--- src/rtl/freelist_recovery_ctrl_pkg.sv ---
// Shared system definitions for the free-list recovery walker.
// Sizing comes from the FLRC_* macros, which can be overridden on the command line.
`ifndef FLRC_N_WAY
`define FLRC_N_WAY 2
`endif
`ifndef FLRC_N_ROB
`define FLRC_N_ROB 8
`endif
`ifndef FLRC_CDB_BITS
`define FLRC_CDB_BITS 6
`endif
`ifndef FLRC_ZERO_REG_PR
`define FLRC_ZERO_REG_PR 0
`endif

package freelist_recovery_ctrl_pkg;

  localparam int N_WAY       = `FLRC_N_WAY;
  localparam int N_ROB       = `FLRC_N_ROB;
  localparam int CDB_BITS    = `FLRC_CDB_BITS;
  localparam int ZERO_REG_PR = `FLRC_ZERO_REG_PR;

  localparam int IDX_W = $clog2(N_ROB);
  localparam int REM_W = IDX_W + 1;

  typedef logic [IDX_W-1:0]    rob_idx_t;
  typedef logic [REM_W-1:0]    rem_t;
  typedef logic [CDB_BITS-1:0] phys_tag_t;

  typedef enum logic [1:0] {
    REC_IDLE = 2'd0,
    REC_WALK = 2'd1,
    REC_DONE = 2'd2
  } rec_state_t;

  // (a - b) mod N_ROB, valid for any ROB depth, not only powers of two
  function automatic rob_idx_t rob_wrap_sub(input rob_idx_t a, input rem_t b);
    int t;
    t = (int'(a) + N_ROB - (int'(b) % N_ROB)) % N_ROB;
    return rob_idx_t'(t);
  endfunction

endpackage

--- src/rtl/freelist_recovery_ctrl_ptr.sv ---
// rob_walk_ptr: walk pointer, stop index and the entries still to be released.
// next_remaining is the span after this cycle's load/step/stop update.
module rob_walk_ptr
  import freelist_recovery_ctrl_pkg::*;
(
  input  logic     clock,
  input  logic     reset,
  input  logic     load,
  input  logic     set_stop,
  input  logic     step_en,
  input  rob_idx_t load_ptr,
  input  rob_idx_t load_stop,
  output rob_idx_t ptr,
  output rem_t     remaining,
  output rem_t     next_remaining
);

  rob_idx_t stop;
  rob_idx_t ptr_next;
  rob_idx_t stop_next;
  rem_t     step;

  function automatic rem_t span(input rob_idx_t p, input rob_idx_t s);
    return rem_t'(rob_wrap_sub(rob_wrap_sub(p, rem_t'(s)), rem_t'(1)));
  endfunction

  assign remaining = span(ptr, stop);
  assign step      = (remaining > rem_t'(N_WAY)) ? rem_t'(N_WAY) : remaining;

  // A squash while walking only moves the stop; the pointer keeps stepping
  always_comb begin
    ptr_next  = ptr;
    stop_next = stop;
    if (load) begin
      ptr_next  = load_ptr;
      stop_next = load_stop;
    end else begin
      if (step_en) ptr_next = rob_wrap_sub(ptr, step);
      if (set_stop) stop_next = load_stop;
    end
  end

  assign next_remaining = span(ptr_next, stop_next);

  always_ff @(posedge clock or negedge reset) begin
    if (!reset) begin
      ptr  <= '0;
      stop <= '0;
    end else begin
      ptr  <= ptr_next;
      stop <= stop_next;
    end
  end

endmodule

--- src/rtl/freelist_recovery_ctrl.sv ---
// Free-list recovery controller: walks squashed ROB entries youngest-first and returns their T tags.
// Optional FLRC_PERF_EN adds saturating walk-entry and walk-cycle counters.
module freelist_recovery_ctrl
  import freelist_recovery_ctrl_pkg::*;
(
  input  logic                            clock,
  input  logic                            reset,
  input  logic                            squash_valid,
  input  logic [IDX_W-1:0]                squash_idx,
  input  logic [IDX_W-1:0]                tail_idx,
  output logic [N_WAY-1:0][IDX_W-1:0]     rob_rd_idx,
  input  logic [N_WAY-1:0][CDB_BITS-1:0]  rob_rd_t,
  output logic [N_WAY-1:0]                free_valid,
  output logic [N_WAY-1:0][CDB_BITS-1:0]  free_tag,
  input  logic                            free_ready,
  output logic                            dispatch_stall,
  output logic                            busy,
  output logic                            rec_done,
  output logic [15:0]                     rec_count,
  output logic [15:0]                     rec_cycles
);

  rec_state_t state;
  rec_state_t state_next;
  rob_idx_t   ptr;
  rem_t       remaining;
  rem_t       next_remaining;
  logic       load;
  logic       set_stop;
  logic       step_en;

  assign load     = squash_valid && ((state == REC_IDLE) || (state == REC_DONE));
  assign set_stop = squash_valid && (state == REC_WALK);
  assign step_en  = free_ready && (state == REC_WALK);

  rob_walk_ptr u_walk_ptr (
    .clock          (clock),
    .reset          (reset),
    .load           (load),
    .set_stop       (set_stop),
    .step_en        (step_en),
    .load_ptr       (tail_idx),
    .load_stop      (squash_idx),
    .ptr            (ptr),
    .remaining      (remaining),
    .next_remaining (next_remaining)
  );

  always_ff @(posedge clock or negedge reset) begin
    if (!reset) state <= REC_IDLE;
    else        state <= state_next;
  end

  // A squash arriving in DONE restarts the walk and swallows the completion pulse
  always_comb begin
    state_next     = state;
    busy           = 1'b0;
    dispatch_stall = 1'b0;
    rec_done       = 1'b0;
    case (state)
      REC_IDLE: begin
        dispatch_stall = squash_valid;
        if (squash_valid)
          state_next = (next_remaining != '0) ? REC_WALK : REC_DONE;
      end
      REC_WALK: begin
        busy           = 1'b1;
        dispatch_stall = 1'b1;
        if (next_remaining == '0) state_next = REC_DONE;
      end
      REC_DONE: begin
        busy           = 1'b1;
        dispatch_stall = 1'b1;
        if (squash_valid) begin
          state_next = (next_remaining != '0) ? REC_WALK : REC_DONE;
        end else begin
          rec_done   = 1'b1;
          state_next = REC_IDLE;
        end
      end
      default: state_next = REC_IDLE;
    endcase
  end

  always_comb begin
    rob_rd_idx = '0;
    free_valid = '0;
    free_tag   = '0;
    if (state == REC_WALK) begin
      for (int i = 0; i < N_WAY; i++) begin
        rob_rd_idx[i] = rob_wrap_sub(ptr, rem_t'(i + 1));
        free_tag[i]   = rob_rd_t[i];
        free_valid[i] = (rem_t'(i) < remaining) &&
                        (rob_rd_t[i] != phys_tag_t'(ZERO_REG_PR));
      end
    end
  end

`ifdef FLRC_PERF_EN
  logic [15:0] rec_count_q;
  logic [15:0] rec_cycles_q;

  always_ff @(posedge clock or negedge reset) begin
    if (!reset) begin
      rec_count_q  <= '0;
      rec_cycles_q <= '0;
    end else begin
      if (load && (state_next == REC_WALK) && (rec_count_q != 16'hFFFF))
        rec_count_q <= rec_count_q + 16'd1;
      if ((state == REC_WALK) && (rec_cycles_q != 16'hFFFF))
        rec_cycles_q <= rec_cycles_q + 16'd1;
    end
  end

  assign rec_count  = rec_count_q;
  assign rec_cycles = rec_cycles_q;
`else
  assign rec_count  = '0;
  assign rec_cycles = '0;
`endif

endmodule

--- config.mk ---
export PLATFORM = sky130hd
export DESIGN_NAME = freelist_recovery_ctrl
export DESIGN_NICKNAME = d
export VERILOG_FILES = /design/src/rtl/freelist_recovery_ctrl_pkg.sv /design/src/rtl/freelist_recovery_ctrl_ptr.sv /design/src/rtl/freelist_recovery_ctrl.sv
export SDC_FILE = /design/constraint.sdc
export NUM_CORES = 1
export LEC_CHECK = 0
export CORE_ASPECT_RATIO = 0.8
export CORE_MARGIN = 2
export CORE_UTILIZATION = 38
export DETAILED_ROUTE_END_ITERATION = 8
export PLACE_DENSITY_LB_ADDON = 0.3
export REMOVE_ABC_BUFFERS = 1
export SETUP_SLACK_MARGIN = 0.5
export SYNTH_ARGS = -nofsm -noshare
export SYNTH_HDL_FRONTEND = slang
export SYNTH_SLANG_ARGS = --single-unit
--- constraint.sdc ---
create_clock -name clock -period 6.1 [get_ports clock]
set_input_delay 1.22 -clock clock [delete_from_list [all_inputs] [get_ports clock]]
set_output_delay 1.22 -clock clock [all_outputs]
set_load 0.02 [all_outputs]
==> out/results.env, run 1 <==
FLOORPLAN.DIE_AREA_MM2=0.00335
WORST-ENDPOINT-REQUIRED_NS=4.88
START_UTIL_PCT=39.9
FIN_TNS_SETUP_NS=0
MAX_FREQ_GHz=0.238
POWERDENSITY_mW_PER_MM2=504
AREAGROWTHSYNTHTOFINISH_PCT=34.4
CLK-INSERTION-DELAY-LATE_NS=0.26
NETLIST_INSTANCES=129
HPWLAFTERDP_UM=1890
POST-ROUTE-PERIOD-UTIL_PCT=69.0
DRC=0
SYNTH.LIB_CELLS_USED.DISTINCT=38
VIA_COUNT_OF_THE_FIRST_GLOBAL_ROUTING_PASS=795
SETUP.WORST_PATH.END_CLASS='output pin'
FLOORPLAN.CORE_AREA_MM2=0.00277
POST_SYNTH_TOP_AREA_SHARE_PCT=21.8
MIN_PERIOD_NS=4.21
DESIGN_AREA_MM2=0.00148
SETUP.WORST_PATH.START_CLASS='primary input'
MIN-DELAY-PATH-CLASS='reg -> reg'
TIMING.REG2REG.WORST_PATH_DEPTH=13
PLACE_CONGESTION=0.746
SYNTH_COMPOUND_GATE_AREA_SHARE_PCT=11.7
CRIT_PATH_CELL_TRACE='clkdlybuf4s50_1, or4_1, o311a_1, clkdlybuf4s50_1'
SYNTH_AREA_LEADERS='sky130_fd_sc_hd__buf_4, sky130_fd_sc_hd__dfrtp_1, sky130_fd_sc_hd__and2_1'
TRITONCTS.NUM_BUFFERS=3
FINAL.SETUP_SKEW_NS=0.00671
POSTCTSSETUPBUFFERS=0
DESIGN.PORTCOUNT=77
TOTAL_OF_CELLS_RESIZED_AFTER_CLOCK_TREE_SYNTHESIS=0
CLK_PATH_BUF_DEPTH=2
NETS=207
MULTI_INPUT_AREA_UM2=731
PORT-BUFFER-COUNT=44
TRITONCTS_CLOCK_TREE='yes'
RSZ0062_AT_GRT='no'
VIAS_AFTER_DETAILED_ROUTING=896
SLEW_HEADROOM_PCT=51.3
DRTITER0DRC=16
TIMING.HOLD.WORST_PATH_DEPTH=1
NUMBER_OF_ANTENNA_VIOLATIONS_AT_THE_FIRST_CHECK_IN_GLOBAL_ROUTING=0
CRITICAL_PATH.MAX_STAGE_DELAY_NS=0.54
WORST_SLEW_PIN_SLEW_NS=0.730
RUN_STATUS='finished clean'
SYNTH_SIMPLE_GATE_AREA_SHARE_PCT=21.1
CLKSLEWWORSTSETUPHOLDPATHS_NS=0.05
TIMING.CRITICAL_PATH.MODE_CELL='sky130_fd_sc_hd__clkdlybuf4s50_1'
SEQ_AREA_FRAC_SYNTH_PCT=18.1
MULTIPLEXER_FRACTION_OF_THE_SYNTHESIZED_CELL_AREA_PCT=3.97
IR_WORST_VDD_uV=237
LAYOUT_COMMONEST_CELL='sky130_fd_sc_hd__clkdlybuf4s50_1'
CLOCK-ROOT-BUFFER='sky130_fd_sc_hd__clkbuf_4'
TIMING_HOLD_VIOLATIONS_FINAL=0
MAXCAPVIOLCOUNT=0
DRT_WL_TOTAL_UM=2190
FILLCELLCOUNT=274
TIMING.FINAL.MAX_SLEW_VIOLATIONS=0
FLOORPLAN.DIE.HEIGHT_UM=52.2
DRT-VIAS-PER-INSTANCE=4.25
AREA.SEQUENTIAL_UM2=200
SYNTH_TOP_FAMILY_BY_AREA='buffers and inverters'
SYNTH_FA_HA_AREA_SHARE_PCT=13.4
CTS.SINK_COUNT=8
WORST-SETUP-PATH-TYPE='in -> out'
MAPPEDNETLISTAREA_MM2=0.00110
GRT_PASS1_WL_UM=3610
CTS_HOLD_REPAIR.BUFFERS=0
SYNTHXORXNORAREAFRAC_PCT=5.22
P_LEAK_nW=0.682
GRT_USE_TOTAL_PCT=14.0
POSTROUTEANTENNANETS=0
DRIVE_GT1_SHARE_PCT=6.36
FINAL_CELL_MIX='sky130_fd_sc_hd__clkdlybuf4s50_1, sky130_fd_sc_hd__conb_1, sky130_fd_sc_hd__and2_1, sky130_fd_sc_hd__inv_1, sky130_fd_sc_hd__dfrtp_1'
ROUTE.DETAILED.WL_PER_INST_UM=10.4
INSERTEDDIODECOUNT=0
POSTSYNTHREGISTERBITS=8
WORST-ENDPOINT-ARRIVAL_NS=2.99
CP_MAX_FO=2
GRT_REMAINING_OVERFLOW=0
CP_SLOWEST_CELL='sky130_fd_sc_hd__clkdlybuf4s50_1'
PLACEMENTROWS=17
YOSYSWARNINGCOUNT=0
SYNTHDOMINANTAREACELLTYPE='sky130_fd_sc_hd__buf_4'
PLACEMENT.CELL_AREA_MM2=0.00146
MAXIMUM_NUMBER_OF_PINS_ON_ONE_NET_BEFORE_GLOBAL_ROUTE_REPAIR=27
DRT_PRE_ANTENNA_ITERS=4
POST_SYNTH.CELL_AREA_AVG_UM2=8.55
DIE_WIDTH_UM=64.3
CTS.HTREE.LEVELS=1
SETUP_VIOL=0
==> cells by family (layout without fill, tap and decap cells) <==
| family | count (synthesis) | in the layout |
|---|---|---|
| AOI/OAI and AO/OA | 16 | 16 |
| xor gates and xnor gates | 5 | 5 |
| adders and majority gates | 10 | 10 |
| buffers and inverters | 45 | 58 |
| DFF | 8 | 8 |
| muxes | 4 | 4 |
| other | 1 | 32 |
| and+or+nand+nor | 40 | 40 |
==> sequential cells by signal, indices dropped and copies added (netlist names) <==
register         count
u_walk_ptr.ptr       3
u_walk_ptr.stop      3
state                2
==> critical path, delay by kind of cell <==
family	cells	cell delay, ns
AOI/OAI and AO/OA	1	0.30
buffers and inverters	2	0.95
and+or+nand+nor	1	0.52
==> cell type report <==
class                           instances  area share, %
Inverter                               11           2.78
Timing Repair Buffer                   44           29.7
Multi-Input combinational cell        107           49.3
Sequential cell                         8           13.5
Tap cell                               38           3.21
Clock buffer                            3           1.52
==> final timing paths <==
path / start / to / slack, ns
worst max register to register: u_walk_ptr.ptr[0] / state[1] / 2.49
worst max-delay path: rob_rd_t[10] / free_valid[1] / 1.89
min in group asynchronous: reset / state[1] / 1.24
max in group asynchronous: reset / u_walk_ptr.ptr[0] / 4.59
worst min-delay path: u_walk_ptr.stop[0] / u_walk_ptr.stop[0] / 0.55
worst min register to register: u_walk_ptr.stop[0] / u_walk_ptr.stop[0] / 0.55
==> metal layers <==
metal	vias to the layer above	global-route usage [%]	share of wire (%)
met2	30	23.8	49
met4	0	2.13	0.41
li1	445	-	-
met1	418	18.2	45
met5	-	0	0
met3	3	3.87	5.5
==> Yosys cell counts, drive strengths merged <==
cell type and n:
a22oi 1, conb 1, or3 2, nor2b 5, clkbuf 2, xor2 2, or2b 1, o211ai 1
xnor2 2, a21oi 3, nor2 5, and2 16, xnor3 1, ha 7, nand3 3, inv 11
buf 32, nand2 5, a211oi 1, a21o 1, or4 2, o21a 1, o31ai 1, mux2i 1
dfrtp 8, fa 3, a31oi 1, a31o 1, o311a 1, o21ai 4, or2 1, mux2 3
==> metrics by stage <==
stage	std cells	setup WS [ns]	util (%)	total power, W	hold slack, ns
after floorplan	126	2.68	-	0.000515	0.518
final	211	1.89	53.6	0.000747	0.553
after detailed placement	208	1.90	52.8	0.000712	0.543
after CTS	211	1.89	53.6	0.000757	0.554
after global placement	208	1.91	52.8	0.000699	0.540
after global routing	211	1.85	53.6	0.000827	0.570
==> power by group <==
part | internal [W] | switching (W)
Sequential | 0.0000788 | 0.0000309
Combinational | 0.000286 | 0.000310
Clock | 0.0000225 | 0.0000181
Total | 0.000388 | 0.000359
Note: power is estimated with default switching activity, not from simulation.
==> run 2, diff against run 1 <==
--- a/config.mk
+++ b/config.mk
@@ -7,7 +7,7 @@
 export LEC_CHECK = 0
 export CORE_ASPECT_RATIO = 0.8
 export CORE_MARGIN = 2
-export CORE_UTILIZATION = 38
+export CORE_UTILIZATION = 35
 export DETAILED_ROUTE_END_ITERATION = 8
 export PLACE_DENSITY_LB_ADDON = 0.3
 export REMOVE_ABC_BUFFERS = 1
==> constraint.sdc (replaced) <==
create_clock -name clock -period 4.2 [get_ports clock]
set_input_delay 0.84 -clock clock [delete_from_list [all_inputs] [get_ports clock]]
set_output_delay 0.84 -clock clock [all_outputs]
set_load 0.02 [all_outputs]
==> out/results.env, run 2 (synthesized netlist as in run 1, its figures left out) <==
DRIVE_GT1_SHARE_PCT=7.47
TRITONCTS_CLOCK_TREE='yes'
DRTITER0DRC=10
SETUP.WORST_PATH.END_CLASS='flop'
MIN_PERIOD_NS=3.51
FILLCELLCOUNT=278
HPWLAFTERDP_UM=1940
POSTLAYOUTCOREUTIL_PCT=49.8
START_UTIL_PCT=36.3
LAYOUT_COMMONEST_CELL='sky130_fd_sc_hd__clkdlybuf4s50_1'
DRT_WL_TOTAL_UM=2270
BIGGESTREGSBYFLOPS='u_walk_ptr.ptr x3, u_walk_ptr.stop x3, state x2'
PORT-BUFFER-COUNT=44
POSTCTSSETUPBUFFERS=0
CTS_HOLD_REPAIR.BUFFERS=0
RSZ0062_AT_GRT='no'
NUMBER_OF_ANTENNA_VIOLATIONS_AT_THE_FIRST_CHECK_IN_GLOBAL_ROUTING=0
DESIGN_AREA_MM2=0.00151
AREAGROWTHSYNTHTOFINISH_PCT=37.2
SETUP_SLACK_NS=0.693
CLKSLEWWORSTSETUPHOLDPATHS_NS=0.04
TIMING_HOLD_VIOLATIONS_FINAL=0
CLK-INSERTION-DELAY-LATE_NS=0.23
GRT_USE_TOTAL_PCT=13.7
DRT-VIAS-PER-INSTANCE=4.17
WORST-ENDPOINT-REQUIRED_NS=4.32
GRT_PASS1_WL_UM=3640
INSERTEDDIODECOUNT=0
TIMING.CRITICAL_PATH.MODE_CELL='sky130_fd_sc_hd__fa_1'
MAXCAPVIOLCOUNT=0
CTS.HTREE.LEVELS=1
CRIT_PATH_CELL_TRACE='ha_1, fa_1, xnor2_1, or2_1, inv_2, nand3_1, fa_1, mux2i_1, a21o_1, fa_1, nor2b_2, a22oi_1, a31o_1'
CRITICAL_PATH.MAX_STAGE_DELAY_NS=0.51
IR_WORST_VDD_uV=321
MIN-DELAY-PATH-CLASS='reg -> reg'
FINAL.SETUP_SKEW_NS=0.00516
TOTAL_OF_CELLS_RESIZED_AFTER_CLOCK_TREE_SYNTHESIS=0
SETUP.WORST_PATH.START_CLASS='flop'
FINAL_CELL_MIX='sky130_fd_sc_hd__clkdlybuf4s50_1, sky130_fd_sc_hd__conb_1, sky130_fd_sc_hd__and2_1, sky130_fd_sc_hd__inv_1, sky130_fd_sc_hd__dfrtp_1'
WORST-SETUP-PATH-TYPE='reg -> reg'
DESIGN.PORTCOUNT=77
CLK_PATH_BUF_DEPTH=2
WORST-ENDPOINT-ARRIVAL_NS=3.62
CLOCK-ROOT-BUFFER='sky130_fd_sc_hd__clkbuf_8'
POST-ROUTE-PERIOD-UTIL_PCT=83.5
SETUP_VIOL=0
POSTROUTEANTENNANETS=0
PLACEMENTROWS=18
TRITONCTS.NUM_BUFFERS=3
TIMING.FINAL.MAX_SLEW_VIOLATIONS=0
DRT_PRE_ANTENNA_ITERS=4
ROUTE.DETAILED.WL_PER_INST_UM=10.6
NETS=208
GRT_REMAINING_OVERFLOW=0
PLACE_CONGESTION=0.784
DIE_WIDTH_UM=66.8
SLEW_HEADROOM_PCT=65.3
PLACEMENT.CELL_AREA_MM2=0.00147
VIAS_AFTER_DETAILED_ROUTING=892
CP_MAX_FO=5
CP_SLOWEST_CELL='sky130_fd_sc_hd__fa_1'
FLOORPLAN.DIE_AREA_MM2=0.00362
P_LEAK_nW=0.696
DP_WORST_SETUP_SLACK_NS=0.585
DRC=0
FLOORPLAN.CORE_AREA_MM2=0.00304
FLOORPLAN.DIE.HEIGHT_UM=54.2
MAXIMUM_NUMBER_OF_PINS_ON_ONE_NET_BEFORE_GLOBAL_ROUTE_REPAIR=26
VIA_COUNT_OF_THE_FIRST_GLOBAL_ROUTING_PASS=780
TIMING.HOLD.WS_NS=0.561
WORST_SLEW_PIN_SLEW_NS=0.517
FIN_TNS_SETUP_NS=0
AREA.SEQUENTIAL_UM2=200
MAX_FREQ_GHz=0.285
MULTI_INPUT_AREA_UM2=733
CTS.SINK_COUNT=8
RUN_STATUS='finished clean'
POWERDENSITY_mW_PER_MM2=748
run 2: changes by cell type in the layout (fill, tap and decap cells not counted), sizes merged:
cell,delta
buf,+1
run 2: power breakdown:
group | internal [W] | total, W | switching (W)
Combinational | 0.000423 | 0.000878 | 0.000455
Clock | 0.0000621 | 0.0000932 | 0.0000310
Sequential | 0.000115 | 0.000161 | 0.0000462
run 2: final timing paths:
check	start	end	depth (start not counted)	slack, ns
setup reg to reg	u_walk_ptr.ptr[0]	state[0]	13	0.69
max in group asynchronous	reset	u_walk_ptr.stop[0]	1	3.03
hold / removal	u_walk_ptr.stop[0]	u_walk_ptr.stop[0]	1	0.56
hold reg to reg	u_walk_ptr.stop[0]	u_walk_ptr.stop[0]	1	0.56
setup / recovery	u_walk_ptr.ptr[0]	state[0]	13	0.69
min in group asynchronous	reset	state[1]	1	0.89
run 2: cell type report:
cell class              instances  share of cell area, %
multi-input cells             107                   48.4
repair buffers                 45                   29.6
flip-flops and latches          8                   13.2
well taps                      40                   3.31
clock buffers                   3                   2.73
inverters                      11                   2.73
run 2: metrics by stage:
step                      cells  power, W
after floorplan             126  0.000748
after global placement      211   0.00102
after detailed placement    211   0.00104
after CTS                   214   0.00114
after global routing        214   0.00125
final                       214   0.00113
run 2: layer usage:
layer  vias up  GRT usage, %  share of wire (%)
li1        445             -                  -
met1       416          17.3                 44
met2        29          23.3                 50
met3         2          4.32                5.2
met4         0          3.06               0.75
met5         -             0                  0
run 2: worst max-delay path, delay by kind of cell, from the launching register on:
family	cells	cell delay, ns
adder cells (fa/ha/maj)	4	1.60
AND/OR/NAND/NOR	3	0.54
AO/OA/AOI/OAI	3	0.54
flip-flops	1	0.41
XOR/XNOR	1	0.15
buffers and inverters	1	0.07
multiplexers	1	0.06
